`src/rtl/event_tx.sv`:
```
// event_tx: producer side of the snn_event_if handshake toward the convolution core.
//
// Spike coordinates from the capture stream are buffered in a FIFO. One event
// at a time is moved into an output register and held there until the core
// acknowledges it. After each acknowledge, event_valid stays low for one cycle
// so the consumer cannot take the same event twice. Occupancy is reported
// (excluding the presented event), and events lost to a full buffer are counted.
//
// Optional feature, enabled by defining EVENT_TX_BOUNDS_CHECK_EN:
//   coordinates outside the image (x >= IMG_WIDTH or y >= IMG_HEIGHT) are
//   discarded at the input. They count in drop_count but do not set overflow.

package event_tx_pkg;

    localparam int DEFAULT_COORD_BITS = 8;
    localparam int DEFAULT_IMG_WIDTH  = 32;
    localparam int DEFAULT_IMG_HEIGHT = 32;

    // Coordinate pair as seen on event_coord at the default width, x in the upper half.
    typedef struct packed {
        logic [DEFAULT_COORD_BITS-1:0] x;
        logic [DEFAULT_COORD_BITS-1:0] y;
    } vec2_t;

    typedef enum logic [1:0] {
        ST_EMPTY   = 2'd0,
        ST_PRESENT = 2'd1,
        ST_HOLDOFF = 2'd2
    } tx_state_e;

endpackage

module event_tx
    import event_tx_pkg::*;
#(
    parameter int COORD_BITS = DEFAULT_COORD_BITS,
    parameter int IMG_WIDTH  = DEFAULT_IMG_WIDTH,
    parameter int IMG_HEIGHT = DEFAULT_IMG_HEIGHT,
    parameter int FIFO_DEPTH = 16
) (
    input  logic                          clk,
    input  logic                          reset,
    input  logic                          in_valid,
    input  logic [COORD_BITS-1:0]         in_x,
    input  logic [COORD_BITS-1:0]         in_y,
    output logic                          in_ready,
    input  logic                          flush,
    output logic                          event_valid,
    output logic [2*COORD_BITS-1:0]       event_coord,
    input  logic                          event_ack,
    output logic [$clog2(FIFO_DEPTH):0]   fifo_count,
    output logic                          overflow,
    output logic [15:0]                   drop_count
);

    localparam int AW = $clog2(FIFO_DEPTH);
    localparam int CW = AW + 1;
    localparam logic [CW-1:0] DEPTH_C   = CW'(FIFO_DEPTH);
    localparam logic [15:0]   DROP_MAX  = 16'hFFFF;

    // Same {x,y} layout as vec2_t, but sized by this instance's COORD_BITS.
    typedef struct packed {
        logic [COORD_BITS-1:0] x;
        logic [COORD_BITS-1:0] y;
    } coord_t;

    // Buffer storage and bookkeeping
    coord_t        fifo_mem_q [FIFO_DEPTH];
    logic [AW-1:0] wr_ptr_q, wr_ptr_d;
    logic [AW-1:0] rd_ptr_q, rd_ptr_d;
    logic [CW-1:0] count_q,  count_d;
    logic          overflow_q, overflow_d;
    logic [15:0]   drop_q,   drop_d;

    // Presentation FSM and its registered outputs
    tx_state_e     state_q;
    logic          event_valid_q;
    coord_t        event_coord_q;

    // Per-cycle decisions
    coord_t        in_coord;
    logic          in_bounds;
    logic          push;
    logic          pop;
    logic          ovf_drop;
    logic          bnd_drop;
    logic          drop_inc;

    assign in_coord.x = in_x;
    assign in_coord.y = in_y;

`ifdef EVENT_TX_BOUNDS_CHECK_EN
    assign in_bounds = (32'(in_x) < 32'(IMG_WIDTH)) && (32'(in_y) < 32'(IMG_HEIGHT));
`else
    // Without filtering every coordinate is in range; the image extents are not consulted.
    logic unused_bounds;
    assign unused_bounds = (IMG_WIDTH > 0) ^ (IMG_HEIGHT > 0);
    assign in_bounds     = 1'b1;
`endif

    // Ready depends only on the registered count, so a pop this cycle cannot
    // make room for a push in the same cycle.
    assign in_ready = (count_q < DEPTH_C);

    // A full buffer loses the event and flags overflow.
    assign ovf_drop = in_valid && !in_ready;

    // An out-of-image coordinate is filtered without touching overflow.
    assign bnd_drop = in_valid && in_ready && !in_bounds;

    // Flush wins over everything arriving in the same cycle: no write, no count.
    assign push     = in_valid && in_ready && in_bounds && !flush;
    assign drop_inc = (ovf_drop || bnd_drop) && !flush;

    // The FSM pulls the head whenever it is not holding an event and data waits.
    assign pop      = !flush && (state_q != ST_PRESENT) && (count_q != '0);

    // Next-state for pointers, occupancy and drop bookkeeping
    always_comb begin
        // NOTE: every target of this block is defaulted first so no latch is inferred.
        wr_ptr_d   = wr_ptr_q;
        rd_ptr_d   = rd_ptr_q;
        count_d    = count_q;
        overflow_d = overflow_q;
        drop_d     = drop_q;

        if (flush) begin
            wr_ptr_d   = '0;
            rd_ptr_d   = '0;
            count_d    = '0;
            overflow_d = 1'b0;
            drop_d     = '0;
        end else begin
            // Pointers are exactly AW bits wide, so the increment wraps modulo FIFO_DEPTH.
            if (push) begin
                wr_ptr_d = wr_ptr_q + AW'(1);
            end
            if (pop) begin
                rd_ptr_d = rd_ptr_q + AW'(1);
            end

            // Push and pop together leave the occupancy unchanged.
            unique case ({push, pop})
                2'b10:   count_d = count_q + CW'(1);
                2'b01:   count_d = count_q - CW'(1);
                default: count_d = count_q;
            endcase

            if (ovf_drop) begin
                overflow_d = 1'b1;
            end

            if (drop_inc && (drop_q != DROP_MAX)) begin
                drop_d = drop_q + 16'd1;
            end
        end
    end

    // Bookkeeping registers
    always_ff @(posedge clk or negedge reset) begin
        // NOTE: sequential state uses non-blocking assignments so all registers update together at the edge.
        if (!reset) begin
            wr_ptr_q   <= '0;
            rd_ptr_q   <= '0;
            count_q    <= '0;
            overflow_q <= 1'b0;
            drop_q     <= '0;
        end else begin
            wr_ptr_q   <= wr_ptr_d;
            rd_ptr_q   <= rd_ptr_d;
            count_q    <= count_d;
            overflow_q <= overflow_d;
            drop_q     <= drop_d;
        end
    end

    // Buffer write port
    always_ff @(posedge clk) begin
        // NOTE: storage is not reset; an entry is only read after the count says it was written.
        if (push) begin
            fifo_mem_q[wr_ptr_q] <= in_coord;
        end
    end

    // Presentation FSM: load the head, hold it until acked, then one idle cycle
    always_ff @(posedge clk or negedge reset) begin
        if (!reset) begin
            state_q       <= ST_EMPTY;
            event_valid_q <= 1'b0;
            event_coord_q <= '0;
        end else begin
            unique case (state_q)
                ST_EMPTY: begin
                    // Flush here simply keeps the FSM empty: pop is already blocked.
                    if (pop) begin
                        event_coord_q <= fifo_mem_q[rd_ptr_q];
                        event_valid_q <= 1'b1;
                        state_q       <= ST_PRESENT;
                    end
                end
                ST_PRESENT: begin
                    // Flush does not disturb the presented event; only the ack releases it.
                    if (event_ack) begin
                        event_valid_q <= 1'b0;
                        state_q       <= ST_HOLDOFF;
                    end
                end
                ST_HOLDOFF: begin
                    if (pop) begin
                        event_coord_q <= fifo_mem_q[rd_ptr_q];
                        event_valid_q <= 1'b1;
                        state_q       <= ST_PRESENT;
                    end else begin
                        state_q       <= ST_EMPTY;
                    end
                end
                default: begin
                    event_valid_q <= 1'b0;
                    state_q       <= ST_EMPTY;
                end
            endcase
        end
    end

    assign event_valid = event_valid_q;
    assign event_coord = event_coord_q;
    assign fifo_count  = count_q;
    assign overflow    = overflow_q;
    assign drop_count  = drop_q;

endmodule

```
`config.mk`:
```
export PLATFORM = sky130hd
export DESIGN_NAME = event_tx
export DESIGN_NICKNAME = d
export VERILOG_FILES = /design/src/rtl/event_tx.sv
export SDC_FILE = /design/constraint.sdc
export NUM_CORES = 1
export LEC_CHECK = 0
export ABC_AREA = 0
export CAP_MARGIN = 20
export CORE_ASPECT_RATIO = 1.25
export CORE_MARGIN = 2
export CORE_UTILIZATION = 45
export DETAILED_ROUTE_END_ITERATION = 8
export DONT_BUFFER_PORTS = 1
export SKIP_CTS_REPAIR_TIMING = 1
export SLEW_MARGIN = 20
export SYNTH_ARGS = -nofsm -noshare
export SYNTH_HDL_FRONTEND = slang
export SYNTH_SLANG_ARGS = --single-unit
```
`constraint.sdc`:
```
create_clock -name clk -period 2.9 [get_ports clk]
set_clock_uncertainty 0.2 [all_clocks]
set_input_delay 0.29 -clock clk [delete_from_list [all_inputs] [get_ports clk]]
set_output_delay 0.29 -clock clk [all_outputs]
set_load 0.1 [all_outputs]
```
## Word level (Yosys, flattened, before mapping)

Memories as Yosys holds them, arrays and structs flattened. A register that Yosys moved wholly into a read port is not among the register bits.
Index checks and enable logic that the tools add are counted.

- Register bits: 33
- RAM bits: 256
- Input bits: 21
- Output and inout bits: 40
- Word-level logic and storage cells: 63
- Memories kept: 1

- Add/subtract/negate cells: 5
- $lt $le $gt $ge: 1
- Eq/ne operators: 9
- Mux-type cells: 19
- Reductions and logical operators: 21

Memories:

| name | words | width | read ports | clocked after memory_dff | write ports | RTL line | RTL |
|---|---|---|---|---|---|---|---|
| fifo_mem_q | 16 | 16 | 1 | 1 | 1 | 68 | `coord_t fifo_mem_q [FIFO_DEPTH];` |

Operators with widths:

| kind | number |
|---|---|
| 16-bit 2-to-1 mux | 2 |
| 16-bit by 1-bit adder with 16-bit output (second input constant) | 1 |
| 4-bit 2-to-1 mux | 4 |
| 16-bit inequality test (second input constant) | 1 |
| 5-bit case mux with 2 select lines | 1 |
| 4-bit by 1-bit adder with 4-bit output (second input constant) | 2 |
| 2-bit nonzero test | 4 |
| 1-bit logical AND | 7 |
| 1-bit 2-to-1 mux | 7 |
| 2-bit case mux with 3 select lines | 1 |
| 2-bit AND reduction | 3 |
| 5-bit by 1-bit adder with 5-bit output (second input constant) | 1 |
| 5-bit < comparator (second input constant) | 1 |
| 5-bit 2-to-1 mux | 1 |
| 5-bit nonzero test | 1 |
| 5-bit by 1-bit subtractor with 5-bit output (second input constant) | 1 |
| 2-bit by 1-bit == test with 1-bit output (second input constant) | 2 |
| 2-bit == test (second input constant) | 2 |
| 2-bit 2-to-1 mux | 2 |
| 2-bit by 1-bit inequality test with 1-bit output (second input constant) | 2 |
| 2-bit inequality test (second input constant) | 2 |
| 1-bit zero test | 3 |
| 3-bit nonzero test | 1 |
| 2-bit zero test | 1 |
| other kinds (2) | 2 |

## Depth between registers and ports, before layout

Gate-level depths: netlist of run 1.

- Word-level depth: 7
- Gate-level depth with buffers: 10

## Least setup slack after synthesis of run 1

Ideal clock, no wire load.

- Path type: reg2reg
- Start: reg count_q[4] (netlist: fifo_count[4])
- End: reg count_q[4] (netlist: fifo_count[4])
- Library setup time: 0.131 ns
- Arrival: 2.919 ns
- Setup slack: -0.350 ns
- Cell stages (with the launch flop): 11
- Clock period less this slack: 3.250 ns
- Cell sequence: dfrtp_1 > nor2b_1 > clkbuf_1 > buf_2 > nor4_2 > xor2_1 > ha_1 > or3_1 > a21oi_1 > a211oi_1 > or3_1

- Longest elaborated chain between the ends: 6
- Elaborated cells between the ends (all ways): 12

RTL lines:

| element | RTL line | RTL |
|---|---|---|
| start, declared | 71 | `logic [CW-1:0] count_q, count_d;` |
| start signal, assigned | 171 | `count_q <= count_d;` |
| 5-bit < comparator | 103 | `assign in_ready = (count_q < DEPTH_C);` |
| 1-bit logical AND (2 in a row) | 112 | `assign push = in_valid && in_ready && in_bounds && !flush;` |
| 2-bit by 1-bit == test with 1-bit output / 2-bit == test (equally long branches) | 143 | `unique case ({push, pop})` |
| 5-bit case mux with 2 select lines | 143 |  |
| 5-bit 2-to-1 mux | 127 | `if (flush) begin` |

Parallel ways exist; a longest one is shown, timed or not.
A chain may end at the register's enable or synchronous reset.

## Worst setup path in the final report of run 1

Ends and elaborated chain as after synthesis.

==> results.toml, run 1 <==
[synthesis]
synth_top_family_by_area = "multiplexers"
postSynthCellCount = 663
synthTopCellsByArea = "edfxtp_1 63%, mux4_2 12%, dfrtp_1 10%, mux2_2 1.7%, o22ai_1 1.6%"
seq_area_frac_synth_pct = 72.81
synth_seq_cells = 305
syn-num-nets = 692
yosys_warnings = 0
synthMuxAreaShare_pct = 13.59
synth_top_area_share_pct = 62.79
synth_top_cell_by_area = "edfxtp_1"
synth.distinct_cells = 57
synth_compound_area_share_pct = 5.406
synth_adder_area_share_pct = 0.8176
syn_area_per_cell_um2 = 18.47
synthSimpleGateAreaFrac_pct = 5.386
ys.flop_type = "edfxtp_1"
syn_area_um2 = 12240
async_flop_share_pct = 16.07
synth_enable_flop_cells = 256
synth-xor-area-share_pct = 0.3577

[timing]
post-route-period-util_pct = 94.47
worst_pin_slew_ns = 1.001
setup_viol = 0
relSlewSlack_pct = 33.11
final_max_slew_viol_count = 0
fin_tns_setup_ns = 0
fmax_ghz = 0.3650
finalHoldViolCount = 0
period_needed_ns = 2.740
whs_ns = 0.02049
rsz0062_at_grt = "false"

[routing]
via_per_inst = 5.858
drt-wirelength-per-cell_um = 23.81
post-route-drc-count = 0
vias = 6543
dr.first_iter.drc_count = 543
first_pass_iters = 4
routed_wirelength_um = 26600
antenna_left = 0

[global_routing]
grtUsageTotal_pct = 18.57
grt-ovfl-total = 0
grt_first_pass_wirelength_um = 39540
grt_max_degree = 50
first_global_vias = 6700
antenna_found_initial = 1

[outcome]
status = "finished, final reports clean"

[hold_path]
hold_end = "drop_count[9]$_DFFE_PN0P_"
hold_path_class = "input port to register"
min_path_cells = 3
hold_start = "flush"

[job]
cap_violations = 0

[placed_design]
dp_cells = 1041
gp_congestion = 0.8385
io_buffers = 0
dp_hpwl_um = 15750

[power_and_ir_drop]
powerDensity_nw_per_um2 = 890.2
leakagePower_uw = 0.004675
ir_worst_vdd_uv = 669.6

[cts]
clk_latency_ns = 0.54
clockBufferDepth = 3
path_clk_slew_ns = 0.06
clkSinkCount = 305
htreeDepth = 1
root_buffer = "clkbuf_16"
cts_tree = "built"
numCtsBuffers = 29

[setup_path]
cp.required_ns = 3.12
path_max_fanout = 9
r2r_start = "fifo_count[4]$_DFFE_PN0P_"
worst-setup-path-type = "register to register"
r2r_cells = 9
ff2ff_setup_slack_ns = 0.16
r2r-end = "fifo_count[4]$_DFFE_PN0P_"
crit_path_start_kind = "register"
worstPathArrival_ns = 2.96
endpoint_kind = "register"

[cells_and_area]
n_fill_cell = 2128
layout_common_cells = "256 x edfxtp_1, 64 x mux4_2, 60 x buf_4"
layout_commonest_cell = "edfxtp_1"
instances_no_fill = 1117
drive_above_1_share_pct = 29.70
area_growth_pct = 16.85
fin_nets = 779
postLayoutCoreUtil_pct = 53.33

[floorplan]
coreArea_um2 = 26830
start_util_pct = 45.64
rows = 67
io_pins = 61
dieArea_um2 = 28550
die_y_um = 188.4
fp.dieW_um = 151.5
-- kinds of logic (layout without fill, tap and decap cells) --
logic type | after synthesis | count (layout)
other | 0 | 1
AOI/OAI and AO/OA | 104 | 104
buffers and inverters | 41 | 149
muxes | 84 | 84
DFF | 305 | 305
adders and majority gates | 8 | 8
xor gates and xnor gates | 5 | 5
and+or+nand+nor | 116 | 116
-- critical path, cell delays in order, from the launching register on --
cell,delay [ns]
dfrtp_4,0.53
or3_4,0.38
nor2_2,0.11
nor4_2,0.07
xor2_1,0.16
ha_2,0.22
or3_1,0.31
a21oi_1,0.19
a211oi_1,0.10
or3_1,0.34
-- layout make-up --
cell class,instances,area (um2),share of cell area [%]
diodes,1,2.502,0.01749
well taps,345,431.7,3.017
flip-flops and latches,305,8930,62.42
clock buffers,38,779.5,5.449
repair buffers,90,848.3,5.930
inverters,7,26.28,0.1837
clock inverters,14,106.4,0.7434
multi-input cells,317,3182,22.24
-- power by group --
group / leakage (uW) / total (uW) / switching (uW) / internal, uW
registers: 0.00292 / 5300 / 284 / 5010
clock network: 0.000420 / 3540 / 1560 / 1980
logic: 0.00134 / 3900 / 2470 / 1430
total: 0.00468 / 12700 / 4310 / 8420
-- sequential cells by signal, summed over array words and instances, names as in the netlist --
register / count
event_coord: 16
state_q: 2
fifo_count: 5
rd_ptr_q: 4
fifo_mem_q: 256
drop_count: 16
event_valid: 1
wr_ptr_q: 4
overflow: 1
-- synth_stat cells, drive strengths merged (3+ instances only) --
cell type and n:
a211oi 3, a21oi 36, buf 22, clkbuf 12, dfrtp 49, edfxtp 256, ha 8, inv 7
mux2 18, mux4 64, nand2 21, nand3 9, nand4 7, nor2 33, nor2b 3, nor3 5
nor4 3, nor4b 4, o211ai 6, o21ai 9, o22ai 32, o31ai 9, or2 3, or3 8
or4 9, xor2 3
-- stage by stage --
stage               worst slack, ns  power [uW]  area, um2
floorplan                  0.006792        8338      12270
global placement             0.3055        9129      13160
detailed placement           0.2098        9206      13160
CTS                          0.1854       12740      14050
global route                0.07965       13270      14310
finish                       0.1604       12740      14310
-- how the worst max path moves through the flow --
stage | endpoint | start
final | fifo_count[4]$_DFFE_PN0P_ | fifo_count[4]$_DFFE_PN0P_
after global routing | fifo_count[4]$_DFFE_PN0P_ | fifo_count[4]$_DFFE_PN0P_
after CTS | fifo_count[4]$_DFFE_PN0P_ | fifo_count[4]$_DFFE_PN0P_
after detailed placement | fifo_count[4]$_DFFE_PN0P_ | fifo_count[4]$_DFFE_PN0P_
after global placement | fifo_count[4]$_DFFE_PN0P_ | fifo_count[4]$_DFFE_PN0P_
after floorplan | fifo_count[4]$_DFFE_PN0P_ | fifo_count[1]$_DFFE_PN0P_
-- routing by layer --
layer  up-vias  global-route usage [%]  share of wire [%]  wire [um]
li1       2891                       -                  -          -
met1      3427                   25.30                 41      11030
met2       180                   31.50                 51      13530
met3        45                   2.542                5.1       1357
met4         0                   5.128                2.6        684
met5         -                       0                  0          0
(Power assumes the default switching activity.)
==> inputs of run 2 (changes only) <==
--- a/config.mk
+++ b/config.mk
@@ -12,6 +12,7 @@
 export CORE_UTILIZATION = 45
 export DETAILED_ROUTE_END_ITERATION = 8
 export DONT_BUFFER_PORTS = 1
+export RECOVER_POWER = 50
 export SKIP_CTS_REPAIR_TIMING = 1
 export SLEW_MARGIN = 20
 export SYNTH_ARGS = -nofsm -noshare
==> results.toml, run 2 (synthesis gave the netlist of run 1 again) <==
[global_routing]
grtUsageTotal_pct = 18.57
grt_first_pass_wirelength_um = 39540
antenna_found_initial = 1
first_global_vias = 6700
grt-ovfl-total = 0
grt_max_degree = 50

[timing]
worst_pin_slew_ns = 1.405
post-route-period-util_pct = 94.48
period_needed_ns = 2.740
relSlewSlack_pct = 6.338
fin_tns_setup_ns = 0
finalHoldViolCount = 0
setup_viol = 0
final_max_slew_viol_count = 0
fin_ws_ns = 0.1600
rsz0062_at_grt = "false"
fmax_ghz = 0.3650

[cells_and_area]
largest_reg_flops = 256
postLayoutCoreUtil_pct = 53.02
largest-register = "fifo_mem_q"
drive_above_1_share_pct = 27.63
layout_common_cells = "256 x edfxtp_1, 64 x mux4_2, 44 x buf_4"
area_growth_pct = 16.18
fin_area_um2 = 14220
layout_commonest_cell = "edfxtp_1"
fin_nets = 779

[power_and_ir_drop]
leakagePower_uw = 0.004609
ir_worst_vdd_uv = 669.6
powerDensity_nw_per_um2 = 889.0
power_uw = 12650

[hold_path]
hold_path_class = "input port to register"

[floorplan]
coreArea_um2 = 26830
start_util_pct = 45.64
rows = 67
io_pins = 61
dieArea_um2 = 28550
fp.dieW_um = 151.5
die_y_um = 188.4

[cts]
clk_latency_ns = 0.54
cts_tree = "built"
clockBufferDepth = 3
clkSinkCount = 305
htreeDepth = 1
numCtsBuffers = 29
path_clk_slew_ns = 0.06
root_buffer = "clkbuf_16"

[setup_path]
path_max_fanout = 9
cp.required_ns = 3.12
cp_common_cell = "or3_1"
worstPathArrival_ns = 2.96
path_cells = "or3_4 > nor2_2 > nor4_2 > xor2_1 > ha_2 > or3_1 > a21oi_1 > a211oi_1 > or3_1"
cp_slowest_cell = "dfrtp_4"
cp_slowest_stage_delay_ns = 0.52
worst-setup-path-type = "register to register"
endpoint_kind = "register"
crit_path_start_kind = "register"

[routing]
routed_wirelength_um = 26630
post-route-drc-count = 0
drt-wirelength-per-cell_um = 23.84
via_per_inst = 5.862
antenna_left = 0
vias = 6548
first_pass_iters = 5
dr.first_iter.drc_count = 508

[job]
cap_violations = 0

[placed_design]
dp_hpwl_um = 15750
place_ws_ns = 0.2098
gp_congestion = 0.8385
placed_cell_area_um2 = 13160
io_buffers = 0

[outcome]
status = "finished, final reports clean"
==> run 2: changes by cell type in the layout (fill, tap and decap cells not counted), sizes merged <==
cell,previous run,this run
clkbuf,38,55
buf,69,52
==> run 2: worst paths after layout <==
| check | from | to | slack, ns | depth (start not counted) |
|---|---|---|---|---|
| setup / recovery | fifo_count[4]$_DFFE_PN0P_ | fifo_count[4]$_DFFE_PN0P_ | 0.16 | 9 |
| hold / removal | flush | drop_count[9]$_DFFE_PN0P_ | 0.02 | 3 |
| setup reg to reg | fifo_count[4]$_DFFE_PN0P_ | fifo_count[4]$_DFFE_PN0P_ | 0.16 | 9 |
| hold reg to reg | state_q[0]$_DFFE_PN0P_ | event_valid$_DFFE_PN0P_ | 0.32 | 1 |
| max in group asynchronous | reset | fifo_count[4]$_DFFE_PN0P_ | 1.00 | 2 |
| min in group asynchronous | reset | event_coord[4]$_DFFE_PN0P_ | 0.49 | 2 |
==> run 2: layer usage <==
| metal | part of all wire (%) | vias up | GRT usage [%] |
|---|---|---|---|
| li1 | - | 2891 | - |
| met1 | 42 | 3427 | 25.30 |
| met2 | 50 | 184 | 31.50 |
| met3 | 5.2 | 46 | 2.542 |
| met4 | 2.6 | 0 | 5.128 |
| met5 | 0 | - | 0 |
==> run 2: stage by stage <==
| stage | hold slack [ns] | instances |
|---|---|---|
| after floorplan | -0.2056 | 663 |
| after global placement | -0.2044 | 1041 |
| after detailed placement | -0.2043 | 1041 |
| after CTS | -0.7816 | 1093 |
| after global routing | 0.05096 | 1117 |
| final | 0.01946 | 1117 |
==> run 2: critical path: cells and delay by family (launching register included) <==
| family | cells | cell delay (ns) |
|---|---|---|
| compound gates | 2 | 0.31 |
| xor+xnor | 1 | 0.16 |
| fa+ha+maj | 1 | 0.22 |
| flops | 1 | 0.52 |
| simple gates | 5 | 1.21 |
==> run 2: final cells by class <==
class                   count  area (um2)
well taps                 345       431.7
inverters                   7       26.28
multi-input cells         317        3182
clock inverters            14       106.4
fillers                  2146       12600
clock buffers              38       779.5
repair buffers             90       765.7
diodes                      1       2.502
flip-flops and latches    305        8930
==> run 2: power breakdown <==
| part | internal [uW] | switching (uW) |
|---|---|---|
| Clock | 1980 | 1560 |
| Combinational | 1350 | 2470 |
| Sequential | 5010 | 282 |
==> inputs of run 3 (changes only) <==
--- a/config.mk
+++ b/config.mk
@@ -9,9 +9,11 @@
 export CAP_MARGIN = 20
 export CORE_ASPECT_RATIO = 1.25
 export CORE_MARGIN = 2
-export CORE_UTILIZATION = 45
+export CORE_UTILIZATION = 60
 export DETAILED_ROUTE_END_ITERATION = 8
 export DONT_BUFFER_PORTS = 1
+export HOLD_SLACK_MARGIN = 0.1
+export PLACE_DENSITY = 0.76
 export RECOVER_POWER = 50
 export SKIP_CTS_REPAIR_TIMING = 1
 export SLEW_MARGIN = 20
==> results.toml, run 3 (synthesis gave the netlist of run 1 again) <==
[cells_and_area]
layout_commonest_cell = "edfxtp_1"
fin_nets = 782
drive_above_1_share_pct = 27.48
area_growth_pct = 15.76
n_fill_cell = 1232
layout_common_cells = "256 x edfxtp_1, 64 x mux4_2, 51 x buf_4"
largest-register = "fifo_mem_q"
largest_reg_flops = 256

[setup_path]
r2r_start = "fifo_count[4]$_DFFE_PN0P_"
r2r_cells = 6
endpoint_kind = "register"
worstPathArrival_ns = 3.07
ff2ff_setup_slack_ns = 0.1
worst-setup-path-type = "register to register"
r2r-end = "drop_count[13]$_DFFE_PN0P_"
path_max_fanout = 10
cp.required_ns = 3.17
crit_path_start_kind = "register"

[routing]
dr.first_iter.drc_count = 728
vias = 6946
first_pass_iters = 5
drt-wirelength-per-cell_um = 26.32
antenna_left = 0
post-route-drc-count = 0
via_per_inst = 6.641
routed_wirelength_um = 27530

[hold_path]
hold_start = "in_valid"
hold_path_class = "input port to register"
min_path_cells = 4
hold_end = "wr_ptr_q[0]$_DFFE_PN0P_"

[floorplan]
coreArea_um2 = 20100
dieArea_um2 = 21570
fp.dieW_um = 131.8
start_util_pct = 60.91
rows = 58
io_pins = 61
die_y_um = 163.7

[global_routing]
grt_first_pass_wirelength_um = 41500
antenna_found_initial = 0
grt-ovfl-total = 0
grt_max_degree = 50
grtUsageTotal_pct = 25.52
first_global_vias = 7069

[power_and_ir_drop]
leakagePower_uw = 0.004679
powerDensity_nw_per_um2 = 908.3
power_uw = 12870
ir_worst_vdd_uv = 882.3

[cts]
path_clk_slew_ns = 0.07
cts_tree = "built"
htreeDepth = 1
clk_latency_ns = 0.53
clkSinkCount = 305
root_buffer = "clkbuf_16"
clockBufferDepth = 3
numCtsBuffers = 28

[outcome]
status = "finished, final reports clean"

[timing]
period_needed_ns = 2.802
fmax_ghz = 0.3568
post-route-period-util_pct = 96.63
fin_tns_setup_ns = 0
final_max_slew_viol_count = 0
rsz0062_at_grt = "false"
setup_viol = 0
relSlewSlack_pct = 7.364
finalHoldViolCount = 0
worst_pin_slew_ns = 1.390
fin_ws_ns = 0.09760

[placed_design]
gp_congestion = 0.8493
place_ws_ns = 0.2189
io_buffers = 0
dp_hpwl_um = 16150

[job]
cap_violations = 0
==> run 3: through the flow <==
stage	util (%)	instance area (um2)	std cells	hold slack, ns
after global placement	64.91	13050	970	-0.2043
after floorplan	-	12270	663	-0.2056
after detailed placement	64.91	13050	970	-0.2044
after CTS	69.58	13990	1022	-0.7654
after global routing	70.49	14170	1045	0.1224
final	70.50	14170	1046	0.1158
==> run 3: report_power, final <==
part	leakage (uW)	internal [uW]	switching (uW)	total, uW
Sequential	0.00292	5000	559	5560
Combinational	0.00130	1370	2250	3620
Clock	0.000460	2150	1540	3690
==> run 3: routing by layer <==
metal | vias up | global-route usage [%] | share of wire [%]
met4 | 0 | 9.437 | 3.3
li1 | 2894 | - | -
met5 | - | 0 | 0
met2 | 378 | 43.46 | 51
met1 | 3606 | 34.23 | 37
met3 | 68 | 3.735 | 8.0
==> run 3: final cells by class <==
type                            count  area (um2)  area share [%]
Antenna cell                        1       2.502         0.01766
Clock buffer                       38       819.5           5.783
Clock inverter                     14       118.9          0.8387
Inverter                            7       26.28          0.1854
Multi-Input combinational cell    317        3147           22.20
Sequential cell                   305        8930           63.01
Tap cell                          270       337.8           2.384
Timing Repair Buffer               94       790.8           5.580
==> run 3: how the worst max path moves through the flow <==
stage	start	to	slack, ns	cells after the start
after CTS	fifo_count[1]$_DFFE_PN0P_	fifo_count[4]$_DFFE_PN0P_	0.20	9
after detailed placement	fifo_count[1]$_DFFE_PN0P_	fifo_count[4]$_DFFE_PN0P_	0.22	9
after global placement	fifo_count[1]$_DFFE_PN0P_	fifo_count[4]$_DFFE_PN0P_	0.30	9
after floorplan	fifo_count[1]$_DFFE_PN0P_	fifo_count[4]$_DFFE_PN0P_	0.007	10
final	fifo_count[4]$_DFFE_PN0P_	drop_count[13]$_DFFE_PN0P_	0.1	6
after global routing	fifo_count[4]$_DFFE_PN0P_	drop_count[13]$_DFFE_PN0P_	0.03	6
==> run 3: critical path, stage by stage (launching register included) <==
cell and delay [ns]:
dfrtp_4 0.43, buf_4 0.33, and2_1 0.45, nand3_1 0.17
or4_1 0.43, a21oi_1 0.16, dlygate4sd3_1 0.58
